File: config.mk
export PLATFORM = sky130hd
export DESIGN_NAME = da_dct_stage
export DESIGN_NICKNAME = d
export VERILOG_FILES = /design/src/rtl/da_dct_stage.sv
export SDC_FILE = /design/constraint.sdc
export NUM_CORES = 1
export LEC_CHECK = 0
export ABC_AREA = 1
export CORE_MARGIN = 2
export CORE_UTILIZATION = 50
export CTS_CLUSTER_SIZE = 16
export DETAILED_ROUTE_END_ITERATION = 7
export PLACE_DENSITY = 0.73
export SLEW_MARGIN = 20
export SYNTH_ARGS = -nofsm -noshare
export SYNTH_HDL_FRONTEND = slang
export SYNTH_SLANG_ARGS = --single-unit
File: constraint.sdc
create_clock -name clk -period 3.1 [get_ports clk]
set_input_delay 0.62 -clock clk [delete_from_list [all_inputs] [get_ports clk]]
set_output_delay 0.62 -clock clk [all_outputs]
set_load 0.1 [all_outputs]
File: src/rtl/da_dct_stage.sv
// Distributed-arithmetic DCT half-stage: loads an NPTS-sample frame, forms the even or odd butterfly, then
// produces NCOEF inner products bit-serially from an external partial-sum ROM. Define DA_DCT_SCALE_EN to round away the ROM Q(CW-1) scale.
module da_dct_stage #(
    parameter int NPTS  = 16,
    parameter int DW    = 15,
    parameter int CW    = 15,
    parameter int NCOEF = 8,
    localparam int H    = NPTS / 2,
    localparam int BW   = DW + 1,
    localparam int OW   = CW + BW,
    localparam int KW   = (NCOEF > 1) ? $clog2(NCOEF) : 1
) (
    input  logic                 clk,
    input  logic                 rst,
    input  logic                 in_valid,
    output logic                 in_ready,
    input  logic signed [DW-1:0] in_data,
    input  logic                 mode,
    output logic [H-1:0]         rom_slice,
    output logic [KW-1:0]        rom_k,
    input  logic signed [CW-1:0] rom_data,
    output logic                 out_valid,
    input  logic                 out_ready,
    output logic signed [OW-1:0] out_data,
    output logic [KW-1:0]        out_k,
    output logic                 out_last,
    output logic                 busy,
    output logic [2:0]           dbg_state
);
    // Handshakes: a transfer happens on a rising edge where valid & ready are both high;
    // the producer holds valid and data stable until that edge, ready never depends on the
    // same-cycle valid.
    localparam logic [2:0] S_LOAD = 3'd0;
    localparam logic [2:0] S_BFLY = 3'd1;
    localparam logic [2:0] S_ACC  = 3'd2;
    localparam logic [2:0] S_FIN  = 3'd3;
    localparam logic [2:0] S_EMIT = 3'd4;

    localparam int IW  = $clog2(NPTS);
    localparam int BCW = $clog2(BW);
    localparam logic [IW-1:0]  I_LAST = IW'(NPTS - 1);
    localparam logic [BCW-1:0] B_LAST = BCW'(BW - 1);
    localparam logic [KW-1:0]  K_LAST = KW'(NCOEF - 1);

    logic [2:0]           state_q, state_d;
    logic [IW-1:0]        i_q, i_d;
    logic [BCW-1:0]       b_q, b_d;
    logic [KW-1:0]        k_q, k_d;
    logic signed [OW-1:0] acc_q, acc_d;
    logic signed [OW-1:0] out_data_q, out_data_d;
    logic                 mode_q, mode_d;
    logic                 rdy_q, rdy_d;
    logic signed [DW-1:0] buf_q [NPTS];
    logic signed [DW-1:0] buf_d [NPTS];
    logic signed [BW-1:0] x_q [H];
    logic signed [BW-1:0] x_d [H];

    logic signed [OW-1:0] term_c;
    logic signed [OW-1:0] term_sh_c;
    logic signed [OW-1:0] result_c;

    assign term_c    = OW'(rom_data);
    assign term_sh_c = term_c << b_q;

`ifdef DA_DCT_SCALE_EN
    logic signed [OW-1:0] rnd_c;
    logic signed [OW-1:0] rnd_sum_c;
    assign rnd_c     = OW'(1) << (CW - 2);
    assign rnd_sum_c = acc_q + rnd_c;
    assign result_c  = rnd_sum_c >>> (CW - 1);
`else
    assign result_c  = acc_q;
`endif

    // rdy_q holds in_ready low for the first cycle out of reset.
    assign rdy_d = 1'b1;

    always_comb begin
        state_d    = state_q;
        i_d        = i_q;
        b_d        = b_q;
        k_d        = k_q;
        acc_d      = acc_q;
        out_data_d = out_data_q;
        mode_d     = mode_q;
        buf_d      = buf_q;
        x_d        = x_q;
        case (state_q)
            S_LOAD: begin
                if (in_valid && in_ready) begin
                    buf_d[i_q] = in_data;
                    if (i_q == '0) mode_d = mode;
                    if (i_q == I_LAST) begin
                        i_d     = '0;
                        state_d = S_BFLY;
                    end else begin
                        i_d = i_q + 1'b1;
                    end
                end
            end
            S_BFLY: begin
                for (int m = 0; m < H; m++) begin
                    x_d[m] = mode_q ? (BW'(buf_q[m]) + BW'(buf_q[NPTS-1-m]))
                                    : (BW'(buf_q[m]) - BW'(buf_q[NPTS-1-m]));
                end
                acc_d   = '0;
                b_d     = '0;
                k_d     = '0;
                state_d = S_ACC;
            end
            S_ACC: begin
                // The MSB slice carries negative weight in two's complement.
                if (b_q == B_LAST) begin
                    acc_d   = acc_q - term_sh_c;
                    state_d = S_FIN;
                end else begin
                    acc_d = acc_q + term_sh_c;
                    b_d   = b_q + 1'b1;
                end
            end
            S_FIN: begin
                out_data_d = result_c;
                state_d    = S_EMIT;
            end
            S_EMIT: begin
                if (out_ready) begin
                    if (k_q == K_LAST) begin
                        state_d = S_LOAD;
                    end else begin
                        k_d     = k_q + 1'b1;
                        acc_d   = '0;
                        b_d     = '0;
                        state_d = S_ACC;
                    end
                end
            end
            default: state_d = S_LOAD;
        endcase
    end

    always_ff @(posedge clk or negedge rst) begin
        if (!rst) begin
            state_q    <= S_LOAD;
            i_q        <= '0;
            b_q        <= '0;
            k_q        <= '0;
            acc_q      <= '0;
            out_data_q <= '0;
            mode_q     <= 1'b0;
            rdy_q      <= 1'b0;
            for (int n = 0; n < NPTS; n++) buf_q[n] <= '0;
            for (int m = 0; m < H; m++) x_q[m] <= '0;
        end else begin
            state_q    <= state_d;
            i_q        <= i_d;
            b_q        <= b_d;
            k_q        <= k_d;
            acc_q      <= acc_d;
            out_data_q <= out_data_d;
            mode_q     <= mode_d;
            rdy_q      <= rdy_d;
            buf_q      <= buf_d;
            x_q        <= x_d;
        end
    end

    // x0 occupies the MSB of the ROM address.
    always_comb begin
        rom_slice = '0;
        if (state_q == S_ACC) begin
            for (int m = 0; m < H; m++) rom_slice[H-1-m] = x_q[m][b_q];
        end
    end

    assign rom_k     = (state_q == S_ACC) ? k_q : '0;
    assign in_ready  = (state_q == S_LOAD) && rdy_q;
    assign out_valid = (state_q == S_EMIT);
    assign out_data  = out_data_q;
    assign out_k     = k_q;
    assign out_last  = (state_q == S_EMIT) && (k_q == K_LAST);
    assign busy      = (state_q != S_LOAD);
    assign dbg_state = state_q;

endmodule

==> results.yml, run 1 <==
placement:
  gp_congestion: 0.931
  numPortBuffers: 86
  dp_hpwl_um: 54300
  placed_area_mm2: 0.0320
die:
  die_w_um: 241
  dieArea_mm2: 0.0582
  initial_utilization_pct: 50.9
  coreArea_mm2: 0.0553
  fp-row-count: 86
  dieHeight_um: 241
  ios: 87
global_routing:
  grt_max_degree: 114
  grt_overflow: 0
  grt_pass1_wl_um: 127000
  grt_pass1_vias: 24800
  antenna_found_initial: 1
  grt_use_total_pct: 27.3
power_and_ir_drop:
  p_per_area_mw_per_mm2: 1310
  p_leak_nw: 17.4
  ir_drop_mv: 0.920
  p_total_w: 0.0465
logic_synthesis:
  synth_mux_area_share_pct: 0.0801
  syn_inst: 3709
  synth-main-ff-cell: "dfrtp_1"
  syn_avg_cell_area_um2: 7.58
  synth_edf_count: 0
  seq_area_frac_synth_pct: 39.7
  synth.ff_latch_count: 446
  synth_xor_area_share_pct: 5.92
  synth.distinct_cells: 46
  synth_compound_area_share_pct: 17.5
  yosys_warnings: 0
  synthSimpleGateAreaFrac_pct: 22.3
  synth_fa_ha_area_share_pct: 8.02
  netlist_area_mm2: 0.0281
  async_flop_share_pct: 100
  synth_nets: 3919
  synth_top_family_by_area: "simple AND/OR/NAND/NOR gates"
flow_run:
  maxCapViolCount: 0
clock_tree:
  clk_path_buf_depth: 3
  cts_sinks: 446
  worstSkewPairLatency_ns: 0.62
  cts_tree: "done"
  cts_buffers: 51
  htree_levels: 2
  clk_pin_slew_ns: 0.06
  clk_root_buffer_cell: "clkbuf_16"
timing:
  finClkSkew_ns: 0.0282
  totalNegativeSetupSlack_ns: -10.53
  grt_setup_unrepaired: "true"
  period_minus_slack_ns: 3.66
  whs_ns: 0.471
  slew_headroom_pct: 30.4
  fmax_mhz: 273
  min_period_over_period_pct: 118
  hold_viol_final: 0
  fin_ws_ns: -0.561
  finalSetupViolCount: 31
  report.final.slew_viol_count: 0
  tightest_slew_ns: 1.04
worst_setup_path:
  arrival_ns: 4.16
  critPathRequiredTime_ns: 3.60
  path_class: "input pin to flop"
  crit_fanout: 3
  start_kind: "input pin"
  startpoint: "rom_data[0]"
  crit_path_end_kind: "flop"
  r2r_slack_ns: -0.55
  r2r_start: "b_q[0]"
detailed_routing:
  drt_pass1_iterations: 6
  wl_met1_um: 35600
  top_layer: "met4"
  drtAntennaViolNets: 0
  routed-wl-met3_um: 4550
  first_iter_violations: 1708
  num_vias: 26200
  wl_per_cell_um: 16.7
  wl_um: 80400
  wl_met2_um: 37800
  route.detailed.drc: 0
  vias_per_cell: 5.45
outcome:
  status: "complete, but fails checks"
  violations: "setup timing"
cells_and_area:
  drive_gt1_share_pct: 22.1
  final_nets: 4235
  area_growth_pct: 26.7
  postLayoutCoreUtil_pct: 64.4
  diodes: 0
  design_area_mm2: 0.0356
min_path:
  hp-class: "flop to flop"
  hold_path_startpoint: "x_q[12]"
-- layer usage --
layer,up-vias,track usage (%)
met4,0,8.96
met2,644,45.3
li1,13000,-
met3,144,3.56
met1,12400,37.1
met5,-,0
-- report_power, final --
part	leakage (nW)	internal [W]	total (W)	switching, W
clock	0.886	0.00390	0.00644	0.00254
sequential	5.84	0.00797	0.00953	0.00156
combinational	10.7	0.0125	0.0305	0.0180
-- repair_timing --
action | in CTS | in global routing
endpoints found under the hold margin | 31 | 0
hold buffers | 1 | 0
setup endpoints to repair | 33 | 60
pin swaps | 28 | 133
gates cloned | 0 | 1
setup buffers | 9 | 27
gates resized for setup | 119 | 293
-- sequential cells by signal, summed over array words and instances, names as in the netlist --
signal,flops
acc_q,31
dbg_state,3
out_k,3
out_data,31
mode_q,1
rdy_q,1
buf_q,240
b_q,4
x_q,128
i_q,4
-- cells by family after synthesis --
| family | after synthesis |
|---|---|
| flip-flops | 446 |
| buffers and inverters | 479 |
| AND/OR/NAND/NOR | 1497 |
| adder cells (fa/ha/maj) | 175 |
| other | 1 |
| AO/OA/AOI/OAI | 919 |
| multiplexers | 2 |
| XOR/XNOR | 190 |
-- layout make-up --
class / instances / area, um^2
fill: 4734 / 19700
multi-input combinational: 2784 / 16700
sequential: 446 / 11200
timing repair buffer: 429 / 3760
clock buffer: 70 / 1470
inverter: 313 / 1190
tap: 748 / 936
clock inverter: 24 / 339
-- metrics by stage --
stage,cells,setup WS (ns)
final,4814,-0.561
after global routing,4814,-0.787
after CTS,4788,-0.426
after detailed placement,4684,-1.11
after global placement,4684,-1.15
after floorplan,3709,-0.133
-- placed cells by master (no fill, tap or decap), drive strengths merged, types with 10 or more instances in the layout --
master and n:
a21oi 215, o22ai 19, o211ai 13, or2 46, clkdlybuf4s50 33, inv 313, clkinv 13, nor3 45
xor2 137, xnor2 53, o21ai 567, buf 394, o31ai 15, a21o 17, nand4 20, nor2 240
nand3b 10, nand2 888, ha 166, clkbuf 71, a31oi 32, o221ai 10, nand3 241, dfrtp 446
-- Yosys cell counts (all sizes together), types with 3 or more instances --
library cell / number / area share (%)
nand2: 888 / 12
o21ai: 567 / 10
dfrtp: 446 / 40
inv: 313 / 4.2
nand3: 241 / 4.4
nor2: 240 / 3.3
a21oi: 215 / 3.8
ha: 166 / 7.4
clkbuf: 141 / 1.9
xor2: 137 / 4.3
xnor2: 53 / 1.7
or2: 46 / 1.0
nor3: 45 / 0.80
a31oi: 32 / 0.71
buf: 25 / 0.45
nand4: 20 / 0.47
o22ai: 19 / 0.42
a21o: 17 / 0.45
o31ai: 15 / 0.40
o211ai: 13 / 0.35
nand3b: 10 / 0.27
o221ai: 10 / 0.31
a221oi: 9 / 0.28
fa: 9 / 0.64
o21bai: 9 / 0.24
nor4: 6 / 0.13
o21a: 5 / 0.13
a21boi: 3 / 0.080
a31o: 3 / 0.093
-- worst max-delay path, cell delays in order --
cell and delay, ns:
clkdlybuf4s50_1 0.54, nand2_4 0.13, nand2_2 0.06, nand4_1 0.13
ha_4 0.18, nand2_4 0.06, nor2_4 0.11, nand2_2 0.08
nor2_4 0.18, nand2_4 0.09, nor2_4 0.16, buf_4 0.14
a31oi_4 0.07, xor2_2 0.18, ha_1 0.34, buf_4 0.14
nand2_4 0.06, buf_4 0.15, nor4_2 0.24, nand2_1 0.08
o211ai_1 0.15, nand3_1 0.11, nand3_1 0.09, nand2_1 0.05
-- worst paths after layout --
path / endpoint / cells after the start
max: acc_q[30] / 24
min: x_q[12] / 2
max reg2reg: acc_q[30] / 24
min reg2reg: x_q[12] / 2
max in group asynchronous: buf_q[30] / 3
min in group asynchronous: buf_q[131] / 2
Power figures use the tool's default switching activity.
==> inputs of run 2 (changes only) <==
CTS_CLUSTER_SIZE = default   (was 16)
==> run 2 against run 1 <==
Net effect:
- the run still ends with setup timing left
- combinational power shrank 3%
- count of clock-buffer cells in the layout down 2
- sequential power hardly changed
- first-iteration DRC count is 4.2% lower
- core utilization fell by 0.72 points
- worst hold slack gained 0.0021 ns
- die area unchanged
- clock skew down 0.0067 ns
- largest cell class unchanged
- largest power group unchanged
==> results.yml, run 2 (synthesis results as in run 1) <==
cells_and_area:
  largest_reg_flops: 240
  layout_common_cells: "817 x nand2_1, 509 x o21ai_0, 439 x dfrtp_1"
  top_regs: "buf_q x240, x_q x128"
  nFillCells: 4837
  final_nets: 4232
  top_register: "buf_q"
  final_common_cell: "nand2_1"
  multi_input_area_mm2: 0.0166
  area_growth_pct: 25.2
  drive_gt1_share_pct: 21.1
  seq_area_mm2: 0.0112
  diodes: 0
  postLayoutCoreUtil_pct: 63.7
min_path:
  hold_depth: 2
  hp-class: "flop to flop"
timing:
  hold_viol_final: 0
  fmax_mhz: 278
  finClkSkew_ns: 0.0215
  report.final.slew_viol_count: 0
  min_period_over_period_pct: 116
  fin_ws_ns: -0.502
  grt_setup_unrepaired: "true"
  period_minus_slack_ns: 3.60
  tightest_slew_ns: 1.01
  finalSetupViolCount: 30
  slew_headroom_pct: 32.7
detailed_routing:
  drt_pass1_iterations: 5
  vias_per_cell: 5.42
  drtAntennaViolNets: 0
  wl_um: 79000
  route.detailed.drc: 0
  first_iter_violations: 1636
  num_vias: 26000
  wl_per_cell_um: 16.4
global_routing:
  antenna_found_initial: 0
  grt_use_total_pct: 27.2
  grt_max_degree: 114
  grt_overflow: 0
  grt_pass1_vias: 24700
  grt_pass1_wl_um: 126000
power_and_ir_drop:
  p_total_w: 0.0452
  p_per_area_mw_per_mm2: 1280
  p_leak_nw: 17.2
  ir_drop_mv: 0.839
worst_setup_path:
  critPathRequiredTime_ns: 3.61
  crit_top_cell: "nand2_2"
  worst-path-buf-inv: 5
  arrival_ns: 4.11
  cp_slowest_cell: "dfrtp_2"
  start_kind: "flop"
  crit_path_end_kind: "flop"
  cp.depth: 25
  path_class: "flop to flop"
  crit_family: "simple AND/OR/NAND/NOR gates"
  r2r_cells: 25
  crit_fanout: 15
  slowest_delay_ns: 0.44
clock_tree:
  htree_levels: 2
  worstSkewPairLatency_ns: 0.62
  clk_path_buf_depth: 3
  cts_sinks: 446
  clk_root_buffer_cell: "clkbuf_16"
  cts_tree: "done"
  clk_pin_slew_ns: 0.07
  cts_buffers: 50
die:
  coreArea_mm2: 0.0553
  fp-row-count: 86
  ios: 87
  initial_utilization_pct: 50.9
  dieHeight_um: 241
  die_w_um: 241
  dieArea_mm2: 0.0582
placement:
  gp_congestion: 0.931
  numPortBuffers: 86
  dp_hpwl_um: 54300
flow_run:
  maxCapViolCount: 0
outcome:
  violations: "setup timing"
  status: "complete, but fails checks"
-- run 2: timing repair --
item | CTS | global route
endpoints found under the hold margin | 30 | 0
pin swaps | 32 | 91
setup endpoints to repair | 33 | 59
gates cloned | 0 | 1
buffers inserted | 13 | 19
hold buffers | 1 | 0
gates resized for setup | 116 | 235
-- run 2: path summary, 6_finish.rpt --
| path | from | endpoint | slack (ns) |
|---|---|---|---|
| worst max-delay path | b_q[0] | acc_q[30] | -0.50 |
| worst min-delay path | x_q[12] | x_q[12] | 0.47 |
| worst max register to register | b_q[0] | acc_q[30] | -0.50 |
| worst min register to register | x_q[12] | x_q[12] | 0.47 |
| max in group asynchronous | rst | x_q[107] | 1.61 |
| min in group asynchronous | rst | buf_q[131] | 0.54 |
-- run 2: stage by stage --
step / setup WS (ns) / hold WS (ns) / instance area [um^2] / std cells / setup TNS (ns)
5_1_grt: -0.735 / 0.489 / 35200 / 4806 / -16.06
6_report: -0.502 / 0.473 / 35200 / 4806 / -8.95
3_3_place_gp: -1.15 / 0.457 / 32000 / 4684 / -21.62
4_1_cts: -0.430 / 0.476 / 34200 / 4786 / -8.24
3_5_place_dp: -1.11 / 0.460 / 32000 / 4684 / -22.37
2_1_floorplan: -0.133 / 0.324 / 28300 / 3709 / -0.660
-- run 2: layout make-up --
cell class | instances | share of cell area [%]
tap | 748 | 2.66
clock buffer | 68 | 4.03
timing repair buffer | 427 | 10.5
clock inverter | 20 | 0.654
multi-input combinational | 2784 | 47.0
inverter | 313 | 3.38
sequential | 446 | 31.7
-- run 2: tightest hold or removal path, cell delays in order (launching register included) --
cell	delay (ns)
dfrtp_1	0.34
nand2_1	0.05
nand2_1	0.05
-- run 2: report_power, final --
group	internal (W)	leakage [nW]	switching [W]	total (W)
clock	0.00346	0.809	0.00252	0.00598
combinational	0.0122	10.6	0.0175	0.0297
sequential	0.00797	5.84	0.00155	0.00953
-- run 2: layer usage --
layer | vias to the layer above | track usage [%] | share of wire [%]
met5 | - | 0 | 0
li1 | 13000 | - | -
met2 | 609 | 44.9 | 46
met3 | 146 | 3.23 | 4.8
met4 | 0 | 9.20 | 3.2
met1 | 12300 | 37.2 | 45
